==> src/rtl/quad_bit_deserializer_if.sv <==
// Bus bundle for quad_bit_deserializer: the serial bit input side and the
// buffered 4-bit word output side, including the abort indication.
interface quad_bit_deserializer_if;
    logic sin_valid;
    logic sin_data;
    logic sin_start;
    logic sin_ready;
    logic out_valid;
    logic out_ready;
    logic out_a;
    logic out_b;
    logic out_c;
    logic out_d;
    logic out_all;
    logic out_any;
    logic frame_err;

    // Environment side: produces serial bits and consumes words
    modport master (
        output sin_valid, sin_data, sin_start, out_ready,
        input  sin_ready, out_valid, out_a, out_b, out_c, out_d,
               out_all, out_any, frame_err
    );

    // Deserializer side
    modport slave (
        input  sin_valid, sin_data, sin_start, out_ready,
        output sin_ready, out_valid, out_a, out_b, out_c, out_d,
               out_all, out_any, frame_err
    );
endinterface

==> src/rtl/quad_bit_deserializer.sv <==
// Collects a framed 1-bit serial stream into 4-bit words and buffers up to
// two finished words behind a valid/ready handshake. Each word is presented
// as four discrete bits plus their AND/OR reductions.
module quad_bit_deserializer #(
    parameter int LSB_FIRST = 0,
    parameter int GAP_MAX   = 15
) (
    input  logic                    clk,
    input  logic                    rst_n,
    quad_bit_deserializer_if.slave  bus
);

    typedef enum logic [0:0] {
        IDLE  = 1'b0,
        SHIFT = 1'b1
    } state_t;

    // Last gap count value before the idle cycle that aborts the frame
    localparam logic [7:0] GAP_LAST = 8'(GAP_MAX - 1);

    state_t      state_q;
    logic [1:0]  count_q;
    logic [3:0]  shift_q;
    logic [7:0]  gap_q;
    logic        frame_err_q;

    logic [3:0]  mem_q [2];
    logic        wrPtr_q;
    logic        rdPtr_q;
    logic [1:0]  occ_q;
    logic [1:0]  occ_d;

    logic        accept;
    logic        pushEn;
    logic        popEn;
    logic [3:0]  word_d;
    logic [3:0]  headWord;

    // Word bit index for serial position pos; word bit 0 is out_a, 3 is out_d
    function automatic logic [1:0] mapIdx(input logic [1:0] pos);
        if (LSB_FIRST != 0) begin
            return 2'd3 - pos;
        end
        return pos;
    endfunction

    // A word holding only the given serial bit at its mapped position
    function automatic logic [3:0] placeBit(input logic [1:0] pos, input logic bitVal);
        logic [3:0] w;
        w = '0;
        w[mapIdx(pos)] = bitVal;
        return w;
    endfunction

    assign bus.sin_ready = (occ_q < 2'd2);
    assign accept        = bus.sin_valid & bus.sin_ready;
    assign pushEn        = accept && (state_q == SHIFT) && !bus.sin_start && (count_q == 2'd3);
    assign popEn         = bus.out_valid & bus.out_ready;

    // Completed word and next FIFO occupancy
    always_comb begin
        word_d = shift_q | placeBit(2'd3, bus.sin_data);
        occ_d  = occ_q;
        if (pushEn && !popEn) begin
            occ_d = occ_q + 2'd1;
        end else if (!pushEn && popEn) begin
            occ_d = occ_q - 2'd1;
        end
    end

    // Frame assembly FSM: bit collection, restart and idle-gap abort
    always_ff @(posedge clk or negedge rst_n) begin
        if (!rst_n) begin
            state_q     <= IDLE;
            count_q     <= 2'd0;
            shift_q     <= 4'd0;
            gap_q       <= 8'd0;
            frame_err_q <= 1'b0;
        end else begin
            frame_err_q <= 1'b0;
            case (state_q)
                IDLE: begin
                    gap_q <= 8'd0;
                    if (accept && bus.sin_start) begin
                        shift_q <= placeBit(2'd0, bus.sin_data);
                        count_q <= 2'd1;
                        state_q <= SHIFT;
                    end
                end
                SHIFT: begin
                    if (accept) begin
                        gap_q <= 8'd0;
                        if (bus.sin_start) begin
                            shift_q     <= placeBit(2'd0, bus.sin_data);
                            count_q     <= 2'd1;
                            frame_err_q <= 1'b1;
                        end else if (count_q == 2'd3) begin
                            shift_q <= 4'd0;
                            count_q <= 2'd0;
                            state_q <= IDLE;
                        end else begin
                            shift_q <= shift_q | placeBit(count_q, bus.sin_data);
                            count_q <= count_q + 2'd1;
                        end
                    end else if (bus.sin_ready) begin
                        if (gap_q == GAP_LAST) begin
                            shift_q     <= 4'd0;
                            count_q     <= 2'd0;
                            gap_q       <= 8'd0;
                            frame_err_q <= 1'b1;
                            state_q     <= IDLE;
                        end else begin
                            gap_q <= gap_q + 8'd1;
                        end
                    end
                end
                default: begin
                    state_q <= IDLE;
                end
            endcase
        end
    end

    // Two-entry word FIFO; a push and pop at occupancy 1 hands over the head
    always_ff @(posedge clk or negedge rst_n) begin
        if (!rst_n) begin
            mem_q[0] <= 4'd0;
            mem_q[1] <= 4'd0;
            wrPtr_q  <= 1'b0;
            rdPtr_q  <= 1'b0;
            occ_q    <= 2'd0;
        end else begin
            if (pushEn) begin
                mem_q[wrPtr_q] <= word_d;
                wrPtr_q        <= ~wrPtr_q;
            end
            if (popEn) begin
                rdPtr_q <= ~rdPtr_q;
            end
            occ_q <= occ_d;
        end
    end

    assign bus.out_valid = (occ_q != 2'd0);
    assign headWord      = bus.out_valid ? mem_q[rdPtr_q] : 4'd0;
    assign bus.out_a     = headWord[0];
    assign bus.out_b     = headWord[1];
    assign bus.out_c     = headWord[2];
    assign bus.out_d     = headWord[3];
    assign bus.out_all   = &headWord;
    assign bus.out_any   = |headWord;
    assign bus.frame_err = frame_err_q;

endmodule

==> src/flat_wrapper.sv <==
// flat-port wrapper written by rule: the top's interface ports become plain ports
module quad_bit_deserializer_flat 
#(
    parameter int LSB_FIRST = 0,
    parameter int GAP_MAX   = 15
)
  (clk, rst_n, bus_sin_valid, bus_sin_data, bus_sin_start, bus_out_ready, bus_sin_ready, bus_out_valid, bus_out_a, bus_out_b, bus_out_c, bus_out_d, bus_out_all, bus_out_any, bus_frame_err);
  quad_bit_deserializer_if bus_i ();
  input  logic clk;
  input  logic rst_n;
  input wire logic [$bits(bus_i.sin_valid)-1:0] bus_sin_valid;
  input wire logic [$bits(bus_i.sin_data)-1:0] bus_sin_data;
  input wire logic [$bits(bus_i.sin_start)-1:0] bus_sin_start;
  input wire logic [$bits(bus_i.out_ready)-1:0] bus_out_ready;
  output wire logic [$bits(bus_i.sin_ready)-1:0] bus_sin_ready;
  output wire logic [$bits(bus_i.out_valid)-1:0] bus_out_valid;
  output wire logic [$bits(bus_i.out_a)-1:0] bus_out_a;
  output wire logic [$bits(bus_i.out_b)-1:0] bus_out_b;
  output wire logic [$bits(bus_i.out_c)-1:0] bus_out_c;
  output wire logic [$bits(bus_i.out_d)-1:0] bus_out_d;
  output wire logic [$bits(bus_i.out_all)-1:0] bus_out_all;
  output wire logic [$bits(bus_i.out_any)-1:0] bus_out_any;
  output wire logic [$bits(bus_i.frame_err)-1:0] bus_frame_err;
  assign bus_i.sin_valid = bus_sin_valid;
  assign bus_i.sin_data = bus_sin_data;
  assign bus_i.sin_start = bus_sin_start;
  assign bus_i.out_ready = bus_out_ready;
  assign bus_sin_ready = bus_i.sin_ready;
  assign bus_out_valid = bus_i.out_valid;
  assign bus_out_a = bus_i.out_a;
  assign bus_out_b = bus_i.out_b;
  assign bus_out_c = bus_i.out_c;
  assign bus_out_d = bus_i.out_d;
  assign bus_out_all = bus_i.out_all;
  assign bus_out_any = bus_i.out_any;
  assign bus_frame_err = bus_i.frame_err;
  quad_bit_deserializer #(.LSB_FIRST(LSB_FIRST), .GAP_MAX(GAP_MAX)) u_core (.clk(clk), .rst_n(rst_n), .bus(bus_i));
endmodule
==> config.mk <==
export PLATFORM = sky130hd
export DESIGN_NAME = quad_bit_deserializer_flat
export DESIGN_NICKNAME = d
export VERILOG_FILES = /design/src/rtl/quad_bit_deserializer_if.sv /design/src/rtl/quad_bit_deserializer.sv /design/src/flat_wrapper.sv
export SDC_FILE = /design/constraint.sdc
export NUM_CORES = 1
export LEC_CHECK = 0
export ABC_AREA = 1
export CORE_AREA = 2 2 56 58
export DETAILED_ROUTE_END_ITERATION = 8
export DIE_AREA = 0 0 58 60
export HOLD_SLACK_MARGIN = 0.12
export PLACE_DENSITY_LB_ADDON = 0.12
export RECOVER_POWER = 25
export SETUP_SLACK_MARGIN = 0.05
export SYNTH_ARGS = -nofsm -noshare
export SYNTH_HDL_FRONTEND = slang
export SYNTH_SLANG_ARGS = --single-unit
export TNS_END_PERCENT = 1
==> constraint.sdc <==
create_clock -name clk -period 3.5 [get_ports clk]
set_input_delay 0.525 -clock clk [delete_from_list [all_inputs] [get_ports clk]]
set_output_delay 0.525 -clock clk [all_outputs]
set_load 0.1 [all_outputs]
==> results_dict.tcl <==
set metrics [dict create \
    internal-power_uw 658.5 \
    antenna_found_initial 0 \
    clk_pin_slew_ps 140 \
    clock.fmax_ghz 0.3781 \
    initialDrtViolationCount 41 \
    mostFrequentLayoutCells "nand2_1 (65), dfrtp_1 (28), inv_1 (26)" \
    crit_fanout 5 \
    netSwitchingPower_uw 812.9 \
    arrival_ps 2120 \
    synthCells 212 \
    cts-root-buf "clkbuf_4" \
    power_frac_clock 0.086 \
    clk_latency_ps 320 \
    crit_path_max_incr_delay_ps 1130 \
    wl_per_cell_um 11.71 \
    initial_core_util 0.5711 \
    vias 1294 \
    cts_tree "built" \
    path_cells "nor2_1 -> inv_2 -> clkdlybuf4s50_1" \
    syn-cell-area_um2 1658 \
    switching_share 0.5525 \
    drive_above_1_share 0.1572 \
    final_nets 244 \
    fp.dieH_um 60 \
    synth_enable_flop_cells 0 \
    ys_warn_count 0 \
    crit_path_top_delay_cell "clkdlybuf4s50_1" \
    cts_resized 0 \
    grt_pass1_wl_um 5313 \
    ctsHoldBuffers 0 \
    postRouteAntennaNets 0 \
    design_area_um2 1851 \
    rsz0062_at_grt "false" \
    worstMarginPinSlew_ps 1495 \
    hp-class "reg2reg" \
    avgSynthCellArea_um2 7.820 \
    p_per_area_nw_per_um2 795.1 \
    wirelength_um 3067 \
    coreArea_um2 2903 \
    area_growth_pct 11.62 \
    synth_top_flop_cell "dfrtp_1" \
    synth_area_leaders "dfrtp_1 (42%), nand2_1 (15%), inv_1 (5.9%)" \
    seq_power_share 0.334 \
    place_area_um2 1832 \
    cts_inserted_buffers 3 \
    setup-violations-final 0 \
    tns_ps 0 \
    ir_drop_uv 870.0 \
    async_flop_share 1.000 \
    layout_commonest_cell "nand2_1" \
    critPathLaunchType "flip-flop" \
    dpl.hpwl_um 2445 \
    grt_usage 0.2003 \
    fin_worst_skew_ps 12.81 \
    die_area_um2 3480 \
    htreeDepth 1 \
    ff2ff_setup_slack_ps 1750 \
    synth_top_area_cell "dfrtp_1" \
    path_buf_inv 2 \
    ioPinCount 15 \
    synth_nets 225 \
    grt_max_degree 29 \
    dr.pass1.iters 4 \
    slew_headroom 0.003470 \
    drc 0 \
    p_leak_uw 0.0009871 \
    criticalPathCategory "reg2out" \
    crit_family "buffers and inverters" \
    cp-end-kind "output pin" \
    die_x_um 58 \
    synth.top_cell.area_share 0.4226 \
    finalHoldViolCount 0 \
    num_antenna_cells 0 \
    num_rows 20 \
    yosysSeqAreaShare 0.4226 \
    ys_ff_latch 28 \
    p_comb_frac 0.580 \
    required_ps 2970 \
    finalCritPeriodShare 0.7556 \
    ys_types 27 \
    gp_congestion 0.8776 \
    clockBufferDepth 2 \
    status "finished, final reports clean" \
    io_buffers 14 \
    post_cts_buffers 0 \
    gr-total-overflow 0 \
    layout_min_cycle_time_ps 2644 \
    vias_per_cell 4.939 \
    final_max_slew_viol_count 0 \
    grt_pass1_vias 1216 \
    drv_cap 0 \
    cts_sinks 28 \
]
-- tightest hold or removal path, stage by stage, from the launching register on --
cell and delay (ps):
dfrtp_1 370, nand2_1 50, nand2_1 50
-- routing by layer --
layer / routed length, um / vias up / track usage / share of wire
met5: 0 / - / 0 / 0
met4: 18 / 0 / 0.07641 / 0.0059
met3: 92 / 2 / 0.02814 / 0.030
met2: 1371 / 22 / 0.3117 / 0.45
met1: 1584 / 581 / 0.2836 / 0.52
li1: - / 689 / - / -
-- registers in the layout, indices dropped and copies added (netlist names) --
signal / cells
u_core.occ_q: 2
u_core.gap_q: 8
u_core.wrPtr_q: 1
u_core.count_q: 2
u_core.mem_q: 8
u_core.rdPtr_q: 1
u_core.bus.frame_err: 1
u_core.state_q: 1
u_core.shift_q: 4
-- area by class of cell --
class / instances / area (um2)
tap: 33 / 41.29
inverter: 31 / 126.4
fill: 258 / 1052
clock buffer: 3 / 22.52
multi-input combinational: 152 / 830.8
sequential: 28 / 700.7
timing repair buffer: 15 / 128.9
-- Yosys cell counts (4+ instances only) --
master / instances
dfrtp_1: 28
o21ai_2: 6
nand3_1: 9
ha_1: 7
o21ai_0: 6
xor2_1: 5
nand2_1: 65
nand2_4: 4
nor3_1: 4
nor2_1: 24
inv_1: 26
-- worst paths after layout --
kind	startpoint	to	cells past startpoint
worst max-delay path	u_core.occ_q[1]	bus_out_valid	3
min in group asynchronous	rst_n	u_core.gap_q[5]	2
max in group asynchronous	rst_n	u_core.wrPtr_q	2
worst min register to register	u_core.shift_q[1]	u_core.shift_q[1]	2
worst max register to register	u_core.occ_q[1]	u_core.occ_q[1]	9
worst min-delay path	u_core.shift_q[1]	u_core.shift_q[1]	2
-- metrics by stage --
stage	cells	util	setup slack, ps	hold WS (ps)	power [uW]
global placement	259	0.6310	1266	454.8	1340
floorplan	212	-	332.9	229.4	1184
global route	262	0.6375	792.9	516.4	1580
finish	262	0.6375	855.5	488.2	1471
CTS	262	0.6388	848.0	490.8	1486
detailed placement	259	0.6310	1191	459.3	1357
-- power by group through the flow --
| stage | clock (uW) | sequential (uW) | combinational (uW) |
|---|---|---|---|
| 2_1_floorplan | 0 | 484 | 700 |
| 3_3_place_gp | 0 | 493 | 846 |
| 3_5_place_dp | 0 | 498 | 860 |
| 4_1_cts | 134 | 490 | 861 |
| 5_1_grt | 148 | 505 | 927 |
| 6_report | 126 | 492 | 853 |
-- logic make-up (layout without fill, tap and decap cells) --
logic type | count (synthesis) | after routing | share of synthesized area
and+or+nand+nor | 120 | 120 | 0.3328
buffers and inverters | 32 | 49 | 0.08302
DFF | 28 | 28 | 0.4226
AOI/OAI and AO/OA | 18 | 18 | 0.07170
adders and majority gates | 7 | 7 | 0.05283
xor gates and xnor gates | 7 | 7 | 0.03698
Note: power is estimated with default switching activity, not from simulation.
